### src/rtl/fetch_queue.sv
// Instruction-fetch front end: owns the fetch PC, issues word reads over a req/ack
// handshake and buffers PC-tagged instructions in a small FIFO ahead of IF/ID.
module fetch_queue #(
    parameter int unsigned      DEPTH    = 4,
    parameter int unsigned      XLEN     = 64,
    parameter logic [XLEN-1:0]  RESET_PC = 64'h0
) (
    input  logic             clk,
    input  logic             rst,
    input  logic             redirect_valid,
    input  logic [XLEN-1:0]  redirect_pc,
    input  logic             out_ready,
    output logic             out_valid,
    output logic [31:0]      out_instr,
    output logic [XLEN-1:0]  out_pc,
    output logic             imem_req,
    output logic [XLEN-1:0]  imem_addr,
    input  logic             imem_ack,
    input  logic [31:0]      imem_rdata
);

    localparam int unsigned      AW      = $clog2(DEPTH);
    localparam logic [AW:0]      DEPTH_C = (AW + 1)'(DEPTH);
    localparam logic [AW:0]      CNT_ONE = (AW + 1)'(1'b1);
    localparam logic [AW-1:0]    PTR_ONE = AW'(1'b1);
    localparam logic [XLEN-1:0]  PC_STEP = XLEN'(3'd4);

    typedef enum logic [1:0] {
        ST_IDLE = 2'd0,
        ST_WAIT = 2'd1,
        ST_DROP = 2'd2
    } state_t;

    state_t             state_r;
    state_t             state_nxt_s;
    logic [XLEN-1:0]    fetch_pc_r;
    logic [XLEN-1:0]    drop_addr_r;
    logic [AW-1:0]      head_r;
    logic [AW-1:0]      tail_r;
    logic [AW:0]        count_r;
    logic [31:0]        mem_instr_r [DEPTH];
    logic [XLEN-1:0]    mem_pc_r    [DEPTH];

    logic               room_s;
    logic               req_s;
    logic               accept_s;
    logic               push_s;
    logic               pop_s;
    logic               nonempty_s;
    logic [XLEN-1:0]    target_s;

    assign room_s     = (count_r < DEPTH_C);
    assign nonempty_s = (count_r != {(AW + 1){1'b0}});
    assign target_s   = {redirect_pc[XLEN-1:2], 2'b00};

    // Request qualification: a new fetch starts only with room and no flush pending
    always_comb begin
        req_s = 1'b0;
        case (state_r)
            ST_IDLE: req_s = room_s && !redirect_valid;
            ST_WAIT: req_s = 1'b1;
            ST_DROP: req_s = 1'b1;
            default: req_s = 1'b0;
        endcase
    end

    assign imem_req  = req_s && !rst;
    assign imem_addr = (state_r == ST_DROP) ? drop_addr_r : fetch_pc_r;
    assign accept_s  = req_s && imem_ack && !rst;
    // A drop-state ack returns data for a flushed path, so it never reaches the FIFO
    assign push_s    = accept_s && !redirect_valid && (state_r != ST_DROP);
    assign pop_s     = nonempty_s && out_ready && !redirect_valid;

    assign out_valid = nonempty_s && !rst;
    assign out_instr = mem_instr_r[head_r];
    assign out_pc    = mem_pc_r[head_r];

    // Next-state selection for the outstanding-request tracker
    always_comb begin
        state_nxt_s = state_r;
        case (state_r)
            ST_IDLE: begin
                if (redirect_valid) begin
                    state_nxt_s = ST_IDLE;
                end else if (req_s && !imem_ack) begin
                    state_nxt_s = ST_WAIT;
                end else begin
                    state_nxt_s = ST_IDLE;
                end
            end
            ST_WAIT: begin
                if (imem_ack) begin
                    state_nxt_s = ST_IDLE;
                end else if (redirect_valid) begin
                    state_nxt_s = ST_DROP;
                end else begin
                    state_nxt_s = ST_WAIT;
                end
            end
            ST_DROP: begin
                if (imem_ack) begin
                    state_nxt_s = ST_IDLE;
                end else begin
                    state_nxt_s = ST_DROP;
                end
            end
            default: state_nxt_s = ST_IDLE;
        endcase
    end

    // Control state: FSM, fetch PC, FIFO pointers and occupancy
    always_ff @(posedge clk) begin
        if (rst) begin
            state_r     <= ST_IDLE;
            fetch_pc_r  <= RESET_PC;
            drop_addr_r <= RESET_PC;
            head_r      <= {AW{1'b0}};
            tail_r      <= {AW{1'b0}};
            count_r     <= {(AW + 1){1'b0}};
        end else begin
            state_r <= state_nxt_s;
            if (redirect_valid) begin
                fetch_pc_r <= target_s;
                head_r     <= {AW{1'b0}};
                tail_r     <= {AW{1'b0}};
                count_r    <= {(AW + 1){1'b0}};
            end else begin
                if (push_s) begin
                    fetch_pc_r <= fetch_pc_r + PC_STEP;
                    tail_r     <= tail_r + PTR_ONE;
                end
                if (pop_s) begin
                    head_r <= head_r + PTR_ONE;
                end
                case ({push_s, pop_s})
                    2'b10:   count_r <= count_r + CNT_ONE;
                    2'b01:   count_r <= count_r - CNT_ONE;
                    default: count_r <= count_r;
                endcase
            end
            // Keep presenting the abandoned address until the memory acks it
            if ((state_r == ST_WAIT) && redirect_valid && !imem_ack) begin
                drop_addr_r <= fetch_pc_r;
            end
        end
    end

    // FIFO storage write; contents need no reset since out_valid gates them
    always_ff @(posedge clk) begin
        if (push_s) begin
            mem_instr_r[tail_r] <= imem_rdata;
            mem_pc_r[tail_r]    <= fetch_pc_r;
        end
    end

endmodule

### config.mk
export PLATFORM = sky130hd
export DESIGN_NAME = fetch_queue
export DESIGN_NICKNAME = d
export VERILOG_FILES = /design/src/rtl/fetch_queue.sv
export SDC_FILE = /design/constraint.sdc
export NUM_CORES = 1
export LEC_CHECK = 0
export ABC_CLOCK_PERIOD_IN_PS = 6100
export BUFFER_PORTS_ARGS = -buffer_cell sky130_fd_sc_hd__buf_2
export CORE_UTILIZATION = 28
export CTS_CLUSTER_DIAMETER = 40
export CTS_CLUSTER_SIZE = 30
export DETAILED_ROUTE_END_ITERATION = 10
export PLACE_DENSITY = 0.55
export REMOVE_ABC_BUFFERS = 1
export SYNTH_ARGS = -nofsm -noshare
export SYNTH_HDL_FRONTEND = slang
export SYNTH_SLANG_ARGS = --single-unit
### constraint.sdc
create_clock -name clk -period 6.1 [get_ports clk]
set_input_delay 0.305 -clock clk [delete_from_list [all_inputs] [get_ports clk]]
set_output_delay 0.305 -clock clk [all_outputs]
set_load 0.02 [all_outputs]
==> impl_metrics.csv, run 1 <==
group,metric,value,unit
floorplan,fp.coreArea,72960,sq um
sta,hold_violations,0,
global_routing,grt_overflow,0,
worst_setup_path,cp_num_buf_inv,4,
finish,final_cell_mix,"376 x edfxtp_1, 255 x buf_2, 175 x nand2_1",
clock_tree,cts_buffer_depth,3,
sta,finalSetupViolations,0,
sta,worstMarginPinSlew,1.155,ns
floorplan,initial_utilization,28.29,%
finish,drive_above_1_share,32.95,%
detailed_routing,wl_per_cell,21.20,um
floorplan,rows,99,
outcome,status,"finished clean",
sta,setup_slack,2.214,ns
synth,netlist_area,20640,sq um
worst_setup_path,start_kind,"register",
detailed_routing,num_vias,13208,
worst_setup_path,timing.rr.start,"state_r[0]$_SDFF_PP0_",
synth,synthArstFlopShare,0,%
sta,relSlewSlack,22.98,%
sta,post-route-min-period,3.886,ns
global_routing,grt_pass1_vias,13179,
sta,rsz0062_at_grt,"false",
min_path,holdCritPathClass,"primary input to register",
placement,port_buffers,256,
floorplan,dieArea,74810,sq um
global_routing,use_met2,25.00,%
placement,hpwlAfterDp,36.05,mm
sta,clock_skew,0.02442,ns
clock_tree,ctsHoldBuffers,80,
synth,synth_edf_count,376,
finish,antenna_cells,0,
clock_tree,clock_latency,0.62,ns
detailed_routing,dr.pass1.iters,5,
finish,synthToLayoutAreaGrowth,29.02,%
worst_setup_path,critPathTopFamily,"buffers and inverters",
global_routing,antenna_found_initial,1,
detailed_routing,wirelength,58.62,mm
global_routing,top_usage_layer,"met2",
clock_tree,cts.sinks,511,
synth,yosysWarnings,0,
synth,synth.distinct_cells,65,
pwr,ir_drop,0.1763,mV
finish,layout.cells.most_common,"edfxtp_1",
clock_tree,cts_root_buf,"clkbuf_16",
synth,syn-instance-count,1381,
global_routing,grt_util_all_layers,15.57,%
worst_setup_path,worstSetupStartpoint,"state_r[0]$_SDFF_PP0_",
sta,finalSetupTns,0,ns
detailed_routing,drtIter0Drc,826,
global_routing,grt_util_met3,3.009,%
clock_tree,cts_buffers,81,
detailed_routing,antenna_left,0,
floorplan,die_y,273.5,um
worst_setup_path,worst-setup-path-type,"register to register",
clock_tree,cts_resized,0,
synth,syn_area_per_cell,14.95,sq um
placement,post-place-ws,2.220,ns
floorplan,pin_count,263,
global_routing,grt_pass1_wl,85.65,mm
worst_setup_path,crit_path_max_incr_delay,0.76,ns
worst_setup_path,cp_slowest_cell,"a2111oi_4",
worst_setup_path,path_max_fanout,33,
synth,ys_seq_area_share,67.79,%
worst_setup_path,required,6.63,ns
finish,fin_nets,1850,
clock_tree,clkSlewWorstSetupHoldPaths,0.05,ns
sta,drv_slew,0,
job,cap_violations,0,
detailed_routing,via_per_inst,4.777,
worst_setup_path,endpoint_kind,"register",
clock_tree,htreeDepth,3,
sta,fin_crit_sh,63.71,%
worst_setup_path,worstPathArrival,4.41,ns
global_routing,grt_max_degree,69,
pwr,power_density,335.6,nW/um^2
floorplan,die_w,273.5,um
min_path,min_from,"redirect_pc[32]",
global_routing,met1_usage,20.75,%
clock_tree,post_cts_buffers,0,
pwr,leakagePower,8.991,nW
sta,fmax,257.3,MHz
synth,synth_seq_cells,511,
worst_setup_path,path_cells,"inv_1 -> ha_1 -> or3b_1 -> a2111oi_4 -> buf_4 -> inv_2 -> ha_1 -> inv_1 -> fa_1 -> xor2_1 -> or3_1 -> a21oi_1",
clock_tree,cts_tree,"yes",
placement,gp_routability_congestion,0.7705,
synth,synth_flop_cell,"edfxtp_1",
detailed_routing,drc,0,
worst paths after layout:
check | end | slack, ns | depth (start not counted)
worst max register to register | count_r[2]$_SDFFE_PP0P_ | 2.21 | 12
worst min-delay path | fetch_pc_r[32]$_SDFFE_PP0P_ | 0.04 | 3
worst max-delay path | count_r[2]$_SDFFE_PP0P_ | 2.21 | 12
worst min register to register | drop_addr_r[57]$_SDFFE_PP0P_ | 0.45 | 2
cells by family (layout without fill, tap and decap cells):
kind of cell,Yosys count,count (layout),share of synthesized area [%]
compound gates,179,179,5.437
xor+xnor,41,41,1.740
fa+ha+maj,11,11,0.7032
buf+inv,107,529,2.115
flops,511,511,67.79
mux,158,158,13.73
other cells,1,4,0.01817
simple gates,373,373,8.462
cell type report:
class	count	area [sq um]
multi-input cells	766	6259
inverters	16	60.06
repair buffers	362	2280
well taps	959	1200
fillers	6863	46330
flip-flops and latches	511	14000
clock inverters	58	688.2
clock buffers	93	2145
stage by stage:
stage	power, W	utilization, %	area [sq um]	cells	hold slack, ns
global placement	0.004268	31.52	23000	2534	0.4388
global route	0.009211	36.50	26630	2765	0.01666
CTS	0.009040	36.50	26630	2765	0.0004490
finish	0.008937	36.50	26630	2765	0.03706
floorplan	0.004083	-	20280	1293	0.3674
detailed placement	0.004278	31.52	23000	2534	0.4428
metal layers:
layer  share of wire, %  wire length (um)
met1                 44             25940
met4                2.8              1642
met5                  0                 0
met3                5.4              3190
met2                 48             27850
sequential cells by signal, indices dropped and copies added, names as in the netlist, named ones only:
| name | count |
|---|---|
| count_r | 3 |
| mem_pc_r | 248 |
| fetch_pc_r | 62 |
| drop_addr_r | 62 |
| mem_instr_r | 128 |
| tail_r | 2 |
| head_r | 2 |
| state_r | 2 |
tightest hold or removal path, stage by stage:
cell and delay, ns:
buf_2 0.12, nor2_1 0.11, a211oi_1 0.06
synthesized netlist by cell type, drive strengths merged, types with 4 or more instances:
| cell | n | area share (%) |
|---|---|---|
| and2 | 8 | 0.24 |
| dfxtp | 135 | 13 |
| mux2i | 6 | 0.29 |
| o311ai | 4 | 0.17 |
| nor4 | 22 | 0.80 |
| o21ai | 18 | 0.44 |
| nor3 | 25 | 0.65 |
| xor2 | 6 | 0.25 |
| nor2 | 60 | 1.1 |
| or3 | 5 | 0.15 |
| buf | 20 | 0.53 |
| mux2 | 58 | 3.2 |
| mux4 | 94 | 10 |
| nand2 | 175 | 3.2 |
| a221oi | 6 | 0.25 |
| inv | 16 | 0.29 |
| o22ai | 7 | 0.21 |
| edfxtp | 376 | 55 |
| xnor2 | 35 | 1.5 |
| ha | 10 | 0.61 |
| a211oi | 23 | 0.90 |
| nand4 | 19 | 0.64 |
| clkbuf | 71 | 1.3 |
| a21oi | 99 | 2.4 |
| and3 | 11 | 0.33 |
| nand3 | 31 | 0.75 |
| and4 | 5 | 0.21 |
power breakdown:
group	internal, W	switching (W)	total, W
logic	0.000159	0.000228	0.000388
registers	0.00378	0.0000764	0.00386
clock network	0.00296	0.00173	0.00469
total	0.00690	0.00203	0.00894
(Power assumes the default switching activity.)
==> run 2: changes to the inputs <==
- ABC_CLOCK_PERIOD_IN_PS: 6100 -> 4000
- clock period: 6.1 -> 4 ns (I/O delays scaled with it)
==> run 2 against run 1 <==
Against the previous run: clock power is 53% higher; global-route usage is 0.22 points lower; sequential share of layout area shrank 0.72 points; sequential cell count did not move; total power increased by 53%; final cell count up 0.76%; first-iteration DRC count is 7.3% lower; count of clock-buffer cells in the layout stayed put; combinational power is 57% higher; utilization up 0.50 points; critical path type is now register to primary output.
==> impl_metrics.csv, run 2 (synthesized netlist as in run 1, its figures left out) <==
group,metric,value,unit
finish,drive_above_1_share,32.95,%
pwr,power,0.01368,W
detailed_routing,drc,0,
pwr,swShare,22.67,%
worst_setup_path,path_max_fanout,37,
global_routing,grt_util_all_layers,15.35,%
finish,top_regs,"mem_pc_r: 248 flops, mem_instr_r: 128 flops",
worst_setup_path,path_cells,"inv_1 -> ha_4 -> buf_4 -> buf_4 -> mux2_2 -> buf_2",
finish,largest_register_ffs,248,
sta,post-route-min-period,3.187,ns
finish,final_cell_mix,"376 x edfxtp_1, 255 x buf_2, 175 x nand2_1",
pwr,leakagePower,9.139,nW
placement,port_buffers,256,
detailed_routing,num_vias,13237,
finish,layout.cells.most_common,"edfxtp_1",
clock_tree,cts_root_buf,"clkbuf_16",
finish,fin_nets,1873,
clock_tree,cts_buffer_depth,3,
pwr,power_switching,0.003101,W
sta,finalSetupViolations,0,
floorplan,pin_count,263,
clock_tree,cts_resized,0,
clock_tree,htreeDepth,3,
placement,gp_routability_congestion,0.7782,
pwr,power_density,506.7,nW/um^2
pwr,intPower,0.01058,W
outcome,status,"finished clean",
floorplan,initial_utilization,28.29,%
clock_tree,cts.sinks,511,
floorplan,fp.coreArea,72960,sq um
global_routing,grt_max_degree,82,
sta,finalSetupTns,0,ns
sta,rsz0062_at_grt,"false",
global_routing,grt_pass1_wl,84.14,mm
pwr,ir_drop,0.2635,mV
floorplan,rows,99,
clock_tree,clkSlewWorstSetupHoldPaths,0.05,ns
clock_tree,cts_buffers,81,
worst_setup_path,worst-setup-path-type,"register to primary output",
worst_setup_path,endpoint_kind,"primary output",
floorplan,die_w,273.5,um
detailed_routing,wirelength,58.01,mm
placement,placed_area,23220,sq um
global_routing,grt_pass1_vias,13018,
finish,num-fill-cells,6845,
detailed_routing,wl_per_cell,20.82,um
global_routing,grt_overflow,0,
sta,relSlewSlack,29.88,%
floorplan,dieArea,74810,sq um
floorplan,die_y,273.5,um
finish,top_register,"mem_pc_r",
sta,drv_slew,0,
finish,synthToLayoutAreaGrowth,30.81,%
clock_tree,clock_latency,0.62,ns
sta,fin_crit_sh,79.67,%
sta,fmax,313.8,MHz
detailed_routing,dr.pass1.iters,5,
min_path,holdCritPathClass,"primary input to register",
worst_setup_path,start_kind,"register",
worst_setup_path,crit_path_max_incr_delay,0.64,ns
pwr,seqPwrFrac,43.0,%
global_routing,antenna_found_initial,1,
detailed_routing,via_per_inst,4.751,
detailed_routing,drtIter0Drc,766,
job,cap_violations,0,
pwr,power_frac_clock,52.6,%
clock_tree,cts_tree,"yes",
finish,design_area,27000,sq um
finish,antenna_cells,0,
worst_setup_path,cp_slowest_cell,"buf_4",
sta,clock_skew,0.02209,ns
worst_setup_path,cp_common_cell,"buf_4",
pwr,comb_power_share,4.5,%
worst_setup_path,required,3.80,ns
placement,hpwlAfterDp,35.86,mm
worst_setup_path,worstPathArrival,2.99,ns
sta,hold_violations,0,
sta,worstMarginPinSlew,1.052,ns
detailed_routing,antenna_left,0,
[run 2: cell types whose count changed in the layout (fill, tap and decap cells not counted), sizes merged]
cell | previous run | this run
dlygate4sd3 | 80 | 95
buf | 282 | 290
clkinv | 30 | 23
inv | 28 | 35
clkinvlp | 7 | 5
[run 2: repair_timing]
action | 4_1_cts | 5_1_grt
endpoints found under the hold margin | 192 | 0
hold buffers | 95 | 0
setup buffers | 0 | 0
[run 2: layout make-up]
cell class                 instances  area, sq um  share of cell area [%]
multi-input combinational        766         6259                   23.18
inverter                          16        60.06                  0.2224
clock buffer                      93         2166                   8.022
clock inverter                    56        661.9                   2.451
tap                              959         1200                   4.444
sequential                       511        14000                   51.86
timing repair buffer             385         2653                   9.824
[run 2: path summary, 6_finish.rpt]
| kind | slack, ns | cells past startpoint | end | start |
|---|---|---|---|---|
| worst max register to register | 0.94 | 9 | fetch_pc_r[48]$_SDFFE_PP0P_ | fetch_pc_r[3]$_SDFFE_PP0P_ |
| worst min-delay path | 0.09 | 4 | fetch_pc_r[26]$_SDFFE_PP0P_ | redirect_valid |
| worst min register to register | 0.45 | 2 | drop_addr_r[6]$_SDFFE_PP0P_ | drop_addr_r[6]$_SDFFE_PP0P_ |
| worst max-delay path | 0.81 | 6 | imem_addr[48] | state_r[0]$_SDFF_PP0_ |
[run 2: per-layer routing]
metal / vias up / track usage, % / wire [um]
met4: 2 / 5.146 / 1234
li1: 6078 / - / -
met5: - / 0 / 13
met3: 81 / 2.877 / 2815
met1: 6705 / 20.59 / 26310
met2: 371 / 24.87 / 27630
[run 2: worst max-delay path, delay by kind of cell, from the launching register on]
family / cells / cell delay, ns
adder cells (fa/ha/maj): 1 / 0.14
multiplexers: 1 / 0.45
buffers and inverters: 4 / 1.40
flip-flops: 1 / 0.34
[run 2: power by group through the flow]
stage	clock (W)	sequential, W	combinational, W
final	0.00719	0.00588	0.000609
after global routing	0.00758	0.00589	0.000653
after CTS	0.00735	0.00588	0.000618
after detailed placement	0	0.00599	0.000542
after global placement	0	0.00598	0.000538
after floorplan	0	0.00595	0.000279
[run 2: per-stage QoR]
stage               util, %  setup slack (ns)  hold WS, ns  cells
floorplan                 -            -1.406       0.2624   1293
global placement      31.83             1.030       0.4097   2542
CTS                   37.01            0.7493      0.04958   2786
global route          37.01            0.6930      0.09854   2786
detailed placement    31.83            0.9285       0.4168   2542
finish                37.01            0.8134      0.09383   2786
